### src/rtl/mem_pkg.sv
// Shared types and constants for the LC-3 memory access controller.
// Build option: MEM_WR_VERIFY_EN adds the post-write verify-read states.
package mem_pkg;

  localparam int RD_WAIT_DEF  = 2;
  localparam int WR_PULSE_DEF = 2;
  localparam int ADDR_W_DEF   = 20;

  typedef enum logic [3:0] {
    ST_IDLE,
    ST_RD_ACT,
    ST_RD_DONE,
    ST_WR_SETUP,
    ST_WR_PULSE,
    ST_WR_HOLD,
    ST_WAIT_REL
`ifdef MEM_WR_VERIFY_EN
    ,
    ST_VFY_RD,
    ST_VFY_CMP
`endif
  } mem_state_t;

  typedef struct packed {
    logic ce_n;
    logic ub_n;
    logic lb_n;
    logic oe_n;
    logic we_n;
  } sram_strb_t;

  localparam sram_strb_t SRAM_STRB_IDLE = '1;

  // Strobe pattern the SRAM pins should show while the FSM sits in a state.
  function automatic sram_strb_t strobes_for(mem_state_t st);
    sram_strb_t s;
    s = SRAM_STRB_IDLE;
    case (st)
      ST_RD_ACT, ST_RD_DONE: begin
        s.ce_n = 1'b0; s.ub_n = 1'b0; s.lb_n = 1'b0; s.oe_n = 1'b0;
      end
      ST_WR_SETUP, ST_WR_HOLD: begin
        s.ce_n = 1'b0; s.ub_n = 1'b0; s.lb_n = 1'b0;
      end
      ST_WR_PULSE: begin
        s.ce_n = 1'b0; s.ub_n = 1'b0; s.lb_n = 1'b0; s.we_n = 1'b0;
      end
`ifdef MEM_WR_VERIFY_EN
      ST_VFY_RD: begin
        s.ce_n = 1'b0; s.ub_n = 1'b0; s.lb_n = 1'b0; s.oe_n = 1'b0;
      end
      ST_VFY_CMP: begin
        s.ce_n = 1'b0; s.ub_n = 1'b0; s.lb_n = 1'b0;
      end
`endif
      default: ;
    endcase
    return s;
  endfunction

endpackage

### src/rtl/mem_wait_counter.sv
// Loadable down-counter with zero flag, timing read waits, write pulses
// and verify reads inside mem_access_ctrl.
module mem_wait_counter #(
  parameter int CNT_W = 2
) (
  input  logic             Clk,
  input  logic             Reset,
  input  logic             load,
  input  logic             dec,
  input  logic [CNT_W-1:0] load_val,
  output logic             zero
);

  logic [CNT_W-1:0] cnt_q, cnt_d;

  // NOTE: give every comb-assigned signal a default first so no latch is inferred.
  always_comb begin
    cnt_d = cnt_q;
    if (load) begin
      cnt_d = load_val;
    end else if (dec && (cnt_q != '0)) begin
      cnt_d = cnt_q - 1'b1;
    end
  end

  // NOTE: state flops use non-blocking assignments so all flops update together.
  always_ff @(posedge Clk) begin
    if (Reset) begin
      cnt_q <= '0;
    end else begin
      cnt_q <= cnt_d;
    end
  end

  assign zero = (cnt_q == '0);

endmodule

### src/rtl/mem_access_ctrl.sv
// MAR/MDR owner that turns ISDU Mem_OE/Mem_WE requests into registered SRAM
// strobe sequences. Build option: MEM_WR_VERIFY_EN (read-back after each write).
module mem_access_ctrl
  import mem_pkg::*;
#(
  parameter int RD_WAIT  = RD_WAIT_DEF,
  parameter int WR_PULSE = WR_PULSE_DEF,
  parameter int ADDR_W   = ADDR_W_DEF
) (
  input  logic              Clk,
  input  logic              Reset,
  input  logic [15:0]       Bus,
  input  logic              LD_MAR,
  input  logic              LD_MDR,
  input  logic              Mem_OE,
  input  logic              Mem_WE,
  output logic [15:0]       MAR,
  output logic [15:0]       MDR,
  output logic              Mem_Ready,
  output logic              Mem_Err,
  output logic [ADDR_W-1:0] SRAM_ADDR,
  output logic [15:0]       SRAM_DQ_O,
  input  logic [15:0]       SRAM_DQ_I,
  output logic              SRAM_DQ_OE,
  output logic              SRAM_CE_N,
  output logic              SRAM_UB_N,
  output logic              SRAM_LB_N,
  output logic              SRAM_OE_N,
  output logic              SRAM_WE_N
);

  localparam int CNT_MAX = (RD_WAIT > WR_PULSE) ? RD_WAIT : WR_PULSE;
  localparam int CNT_W   = $clog2(CNT_MAX) + 1;
  localparam logic [CNT_W-1:0] RD_LOAD = CNT_W'(RD_WAIT - 1);
  localparam logic [CNT_W-1:0] WR_LOAD = CNT_W'(WR_PULSE - 1);

  mem_state_t        state_q, state_d;
  logic [15:0]       mar_q, mar_d;
  logic [15:0]       mdr_q, mdr_d;
  logic [15:0]       rdbuf_q, rdbuf_d;
  logic [ADDR_W-1:0] addr_q, addr_d;
  logic [15:0]       dq_o_q, dq_o_d;
  logic              dq_oe_q, dq_oe_d;
  logic              ready_q, ready_d;
  logic              err_q, err_d;
  sram_strb_t        strb_q, strb_d;

  logic              cnt_load, cnt_dec, cnt_zero;
  logic [CNT_W-1:0]  cnt_load_val;
  logic              wr_busy;

  mem_wait_counter #(.CNT_W(CNT_W)) u_wait_cnt (
    .Clk      (Clk),
    .Reset    (Reset),
    .load     (cnt_load),
    .dec      (cnt_dec),
    .load_val (cnt_load_val),
    .zero     (cnt_zero)
  );

  assign wr_busy = (state_q == ST_WR_SETUP) || (state_q == ST_WR_PULSE) ||
                   (state_q == ST_WR_HOLD);

  always_comb begin
    state_d = state_q;
    addr_d  = addr_q;
    dq_o_d  = dq_o_q;
    rdbuf_d = rdbuf_q;
    err_d   = err_q;
    cnt_dec = 1'b0;

    mar_d = LD_MAR ? Bus : mar_q;
    mdr_d = mdr_q;
    // Write data is frozen while the pad is being driven.
    if (LD_MDR && !wr_busy) begin
      mdr_d = Mem_OE ? Bus : rdbuf_q;
    end

    case (state_q)
      ST_IDLE: begin
        if (!Mem_WE) begin
          state_d = ST_WR_SETUP;
          addr_d  = ADDR_W'(mar_q);
          dq_o_d  = mdr_q;
        end else if (!Mem_OE) begin
          state_d = ST_RD_ACT;
          addr_d  = ADDR_W'(mar_q);
        end
      end
      ST_RD_ACT: begin
        if (cnt_zero) begin
          rdbuf_d = SRAM_DQ_I;
          state_d = ST_RD_DONE;
        end else begin
          cnt_dec = 1'b1;
        end
      end
      ST_RD_DONE:  state_d = ST_WAIT_REL;
      ST_WR_SETUP: state_d = ST_WR_PULSE;
      ST_WR_PULSE: begin
        if (cnt_zero) state_d = ST_WR_HOLD;
        else          cnt_dec = 1'b1;
      end
`ifdef MEM_WR_VERIFY_EN
      ST_WR_HOLD:  state_d = ST_VFY_RD;
      ST_VFY_RD: begin
        if (cnt_zero) begin
          if (SRAM_DQ_I != dq_o_q) err_d = 1'b1;
          state_d = ST_VFY_CMP;
        end else begin
          cnt_dec = 1'b1;
        end
      end
      ST_VFY_CMP:  state_d = ST_WAIT_REL;
`else
      ST_WR_HOLD:  state_d = ST_WAIT_REL;
`endif
      ST_WAIT_REL: begin
        if (Mem_OE && Mem_WE) state_d = ST_IDLE;
      end
      default:     state_d = ST_IDLE;
    endcase

    // Any state change reloads the counter; untimed states simply get zero.
    cnt_load = (state_d != state_q);
    case (state_d)
      ST_RD_ACT:   cnt_load_val = RD_LOAD;
      ST_WR_PULSE: cnt_load_val = WR_LOAD;
`ifdef MEM_WR_VERIFY_EN
      ST_VFY_RD:   cnt_load_val = RD_LOAD;
`endif
      default:     cnt_load_val = '0;
    endcase

    // Pin outputs are decoded from the next state so they change with it.
    strb_d  = strobes_for(state_d);
    dq_oe_d = (state_d == ST_WR_SETUP) || (state_d == ST_WR_PULSE) ||
              (state_d == ST_WR_HOLD);
`ifdef MEM_WR_VERIFY_EN
    ready_d = (state_d == ST_RD_DONE) || (state_d == ST_VFY_CMP);
`else
    ready_d = (state_d == ST_RD_DONE) || (state_d == ST_WR_HOLD);
`endif
  end

  always_ff @(posedge Clk) begin
    if (Reset) begin
      state_q <= ST_IDLE;
      mar_q   <= '0;
      mdr_q   <= '0;
      rdbuf_q <= '0;
      addr_q  <= '0;
      dq_o_q  <= '0;
      dq_oe_q <= 1'b0;
      ready_q <= 1'b0;
      err_q   <= 1'b0;
      strb_q  <= SRAM_STRB_IDLE;
    end else begin
      state_q <= state_d;
      mar_q   <= mar_d;
      mdr_q   <= mdr_d;
      rdbuf_q <= rdbuf_d;
      addr_q  <= addr_d;
      dq_o_q  <= dq_o_d;
      dq_oe_q <= dq_oe_d;
      ready_q <= ready_d;
      err_q   <= err_d;
      strb_q  <= strb_d;
    end
  end

  assign MAR        = mar_q;
  assign MDR        = mdr_q;
  assign Mem_Ready  = ready_q;
  assign SRAM_ADDR  = addr_q;
  assign SRAM_DQ_O  = dq_o_q;
  assign SRAM_DQ_OE = dq_oe_q;
  assign SRAM_CE_N  = strb_q.ce_n;
  assign SRAM_UB_N  = strb_q.ub_n;
  assign SRAM_LB_N  = strb_q.lb_n;
  assign SRAM_OE_N  = strb_q.oe_n;
  assign SRAM_WE_N  = strb_q.we_n;
`ifdef MEM_WR_VERIFY_EN
  assign Mem_Err    = err_q;
`else
  assign Mem_Err    = 1'b0;
`endif

endmodule

### config.mk
export PLATFORM = sky130hd
export DESIGN_NAME = mem_access_ctrl
export DESIGN_NICKNAME = d
export VERILOG_FILES = /design/src/rtl/mem_pkg.sv /design/src/rtl/mem_wait_counter.sv /design/src/rtl/mem_access_ctrl.sv
export SDC_FILE = /design/constraint.sdc
export NUM_CORES = 1
export LEC_CHECK = 0
export ABC_CLOCK_PERIOD_IN_PS = 2850
export CORE_MARGIN = 2
export CORE_UTILIZATION = 45
export CTS_BUF_LIST = sky130_fd_sc_hd__clkbuf_4
export CTS_CLUSTER_SIZE = 12
export DETAILED_ROUTE_END_ITERATION = 7
export DONT_BUFFER_PORTS = 1
export SETUP_SLACK_MARGIN = 0.2
export SLEW_MARGIN = 0
export SYNTH_ARGS = -nofsm -noshare
export SYNTH_HDL_FRONTEND = slang
export SYNTH_SLANG_ARGS = --single-unit
### constraint.sdc
create_clock -name Clk -period 2.85 [get_ports Clk]
set_input_delay 0.1425 -clock Clk [delete_from_list [all_inputs] [get_ports Clk]]
set_output_delay 0.1425 -clock Clk [all_outputs]
set_load 0.005 [all_outputs]
==> impl_metrics.toml <==
[timing]
tns_ps = 0
drv_slew = 0
fin_crit_sh_pct = 71.6
worst_slew_pin_slew_ps = 840
setup_violations = 0
hold_viol_final = 0
fmax_mhz = 490
layout_min_cycle_time_ps = 2040
rsz0062_at_grt = "false"
hold_ws_ps = 48.0
skew_ps = 20.5
worst_slack_ps = 809
slew_headroom_pct = 43.6

[finish]
area_growth_pct = 15.2
drive_gt1_share_pct = 10.2
final_util_pct = 52.9
diodes = 0
final_area_um2 = 4280
fin_cells = 556
layout_commonest_cell = "nand2_1"
nNetsFinal = 486
final_cell_mix = "94 x nand2_1, 91 x dfxtp_1, 48 x dlygate4sd3_1"

[die]
initial_core_util_pct = 45.9
die_x_um = 94.9
rows = 33
core_um2 = 8090
die_area_um2 = 9000
ios = 114
die_y_um = 94.9

[global_routing]
grt_pass1_vias = 2720
grt_usage_pct = 20.2
grt_pass1_wl_mm = 13.7
grt_max_degree = 88
overflow = 0
antenna_found_initial = 0

[power]
power_per_cell_area_nw_per_um2 = 556
peakVddDrop_v = 0.000247
p_sw_share_pct = 27.5
combPwrFrac_pct = 11.7
clockPowerShare_pct = 29.7
p_leak_nw = 1.56
power.switching_uw = 655
p_int_mw = 1.72
p_seq_share_pct = 58.6
finalPower_mw = 2.38

[synth]
synth_area_leaders = "dfxtp_1 49%, nand2_1 9.5%, mux2i_1 9.2%"
ys_seq_area_share_pct = 49.0
yosys_warnings = 0
synthDistinctLibCells = 44
synth_top_flop_cell = "dfxtp_1"
syn-cell-area_um2 = 3710
syn_inst = 418
avgSynthCellArea_um2 = 8.89
synth_enable_flop_cells = 0
async_reset_ff_share_pct = 0
yosysTopAreaCellShare_pct = 49.0
synth_largest_area_cell = "dfxtp_1"
ys_seq_elements = 91

[worst_setup_path]
start_kind = "flop"
cp_max_fo = 16
path_class = "flop to flop"
required_ps = 3230
arrival_ps = 2420
end_kind = "flop"

[clock_network]
numCtsBuffers = 9
clk_pin_slew_worst_paths_ps = 140
cts_max_path_buffers = 2
cts_sinks = 91
htreeDepth = 3
cts_root_buffer = "clkbuf_4"
ctsHoldBuffers = 49
cts_tree = "yes"
postCtsSetupBuffers = 0
cts-resized-gates = 0
clk_latency_ps = 440

[route]
wirelength_mm = 9.23
drtPass1Iterations = 4
drt_first_iter_violations = 129
route.detailed.drc = 0
vias = 2914
antenna_left = 0
drt-wirelength-per-cell_um = 16.6
drt-vias-per-instance = 5.24

[placement]
hpwl_mm = 6.06
pre_cts_ws_ps = 840
place_congestion = 0.862
port_buffers = 0
dp.cells = 492
placed_area_um2 = 3640

[outcome]
status = "finished, final reports clean"

[min_path]
hp-class = "input pin to flop"

[flow_run]
maxCapViolations = 0
[critical path: stages, from the launching register on]
cell     delay, ps
dfxtp_1        610
or2_1          390
nor3_2          90
nand2_1        560
nand2_1        190
a21oi_2        170
[layout make-up]
cell class / count / area (µm²)
clock buffers: 9 / 67.6
clock inverters: 6 / 65.1
fillers: 763 / 3810
inverters: 4 / 15.0
multi-input cells: 290 / 1660
flip-flops and latches: 91 / 1820
well taps: 105 / 131
repair buffers: 51 / 523
[worst paths after layout]
check | endpoint | startpoint | slack [ps] | cells past startpoint
max | SRAM_ADDR[13] | state_q[2] | 810 | 5
min | MDR[8] | Bus[8] | 50 | 2
max reg2reg | SRAM_ADDR[13] | state_q[2] | 810 | 5
min reg2reg | rdbuf_q[3] | rdbuf_q[3] | 460 | 2
[cells in the mapped netlist, drive strengths merged, types with 4 or more instances]
master	n
inv	4
o21ai	4
clkbuf	13
a211oi	16
nor2	41
nand2	104
dfxtp	91
buf	25
a21oi	52
mux2i	34
[flip-flops by register name, indices dropped and copies added, names as in the netlist]
name	count
rdbuf_q	16
Mem_Ready	1
state_q	4
SRAM_WE_N	1
MAR	16
SRAM_CE_N	1
SRAM_DQ_O	16
MDR	16
SRAM_OE_N	1
u_wait_cnt.cnt_q	2
SRAM_ADDR	16
SRAM_DQ_OE	1
[layer usage]
metal  part of all wire, %  track usage, %  up-vias
met5                     0               0        -
met4                   1.1            6.04        0
met3                    12            9.90       10
met2                    46            31.9      126
met1                    41            24.4     1330
li1                      -               -     1448
[cell families after synthesis]
kind of cell | count (synthesis) | synth area share [%]
flip-flops | 91 | 49.0
AO/OA/AOI/OAI | 82 | 14.2
XOR/XNOR | 2 | 0.472
adder cells (fa/ha/maj) | 1 | 0.337
multiplexers | 34 | 9.16
buffers and inverters | 42 | 6.94
AND/OR/NAND/NOR | 165 | 19.7
other | 1 | 0.101
[power by group through the flow]
stage | logic, mW | clock network, mW | registers (mW)
3_5_place_dp | 0.184 | 0 | 1.42
5_1_grt | 0.304 | 0.777 | 1.40
2_1_floorplan | 0.210 | 0 | 1.40
3_3_place_gp | 0.179 | 0 | 1.42
6_report | 0.278 | 0.706 | 1.39
4_1_cts | 0.277 | 0.716 | 1.39
Power figures use the tool's default switching activity.
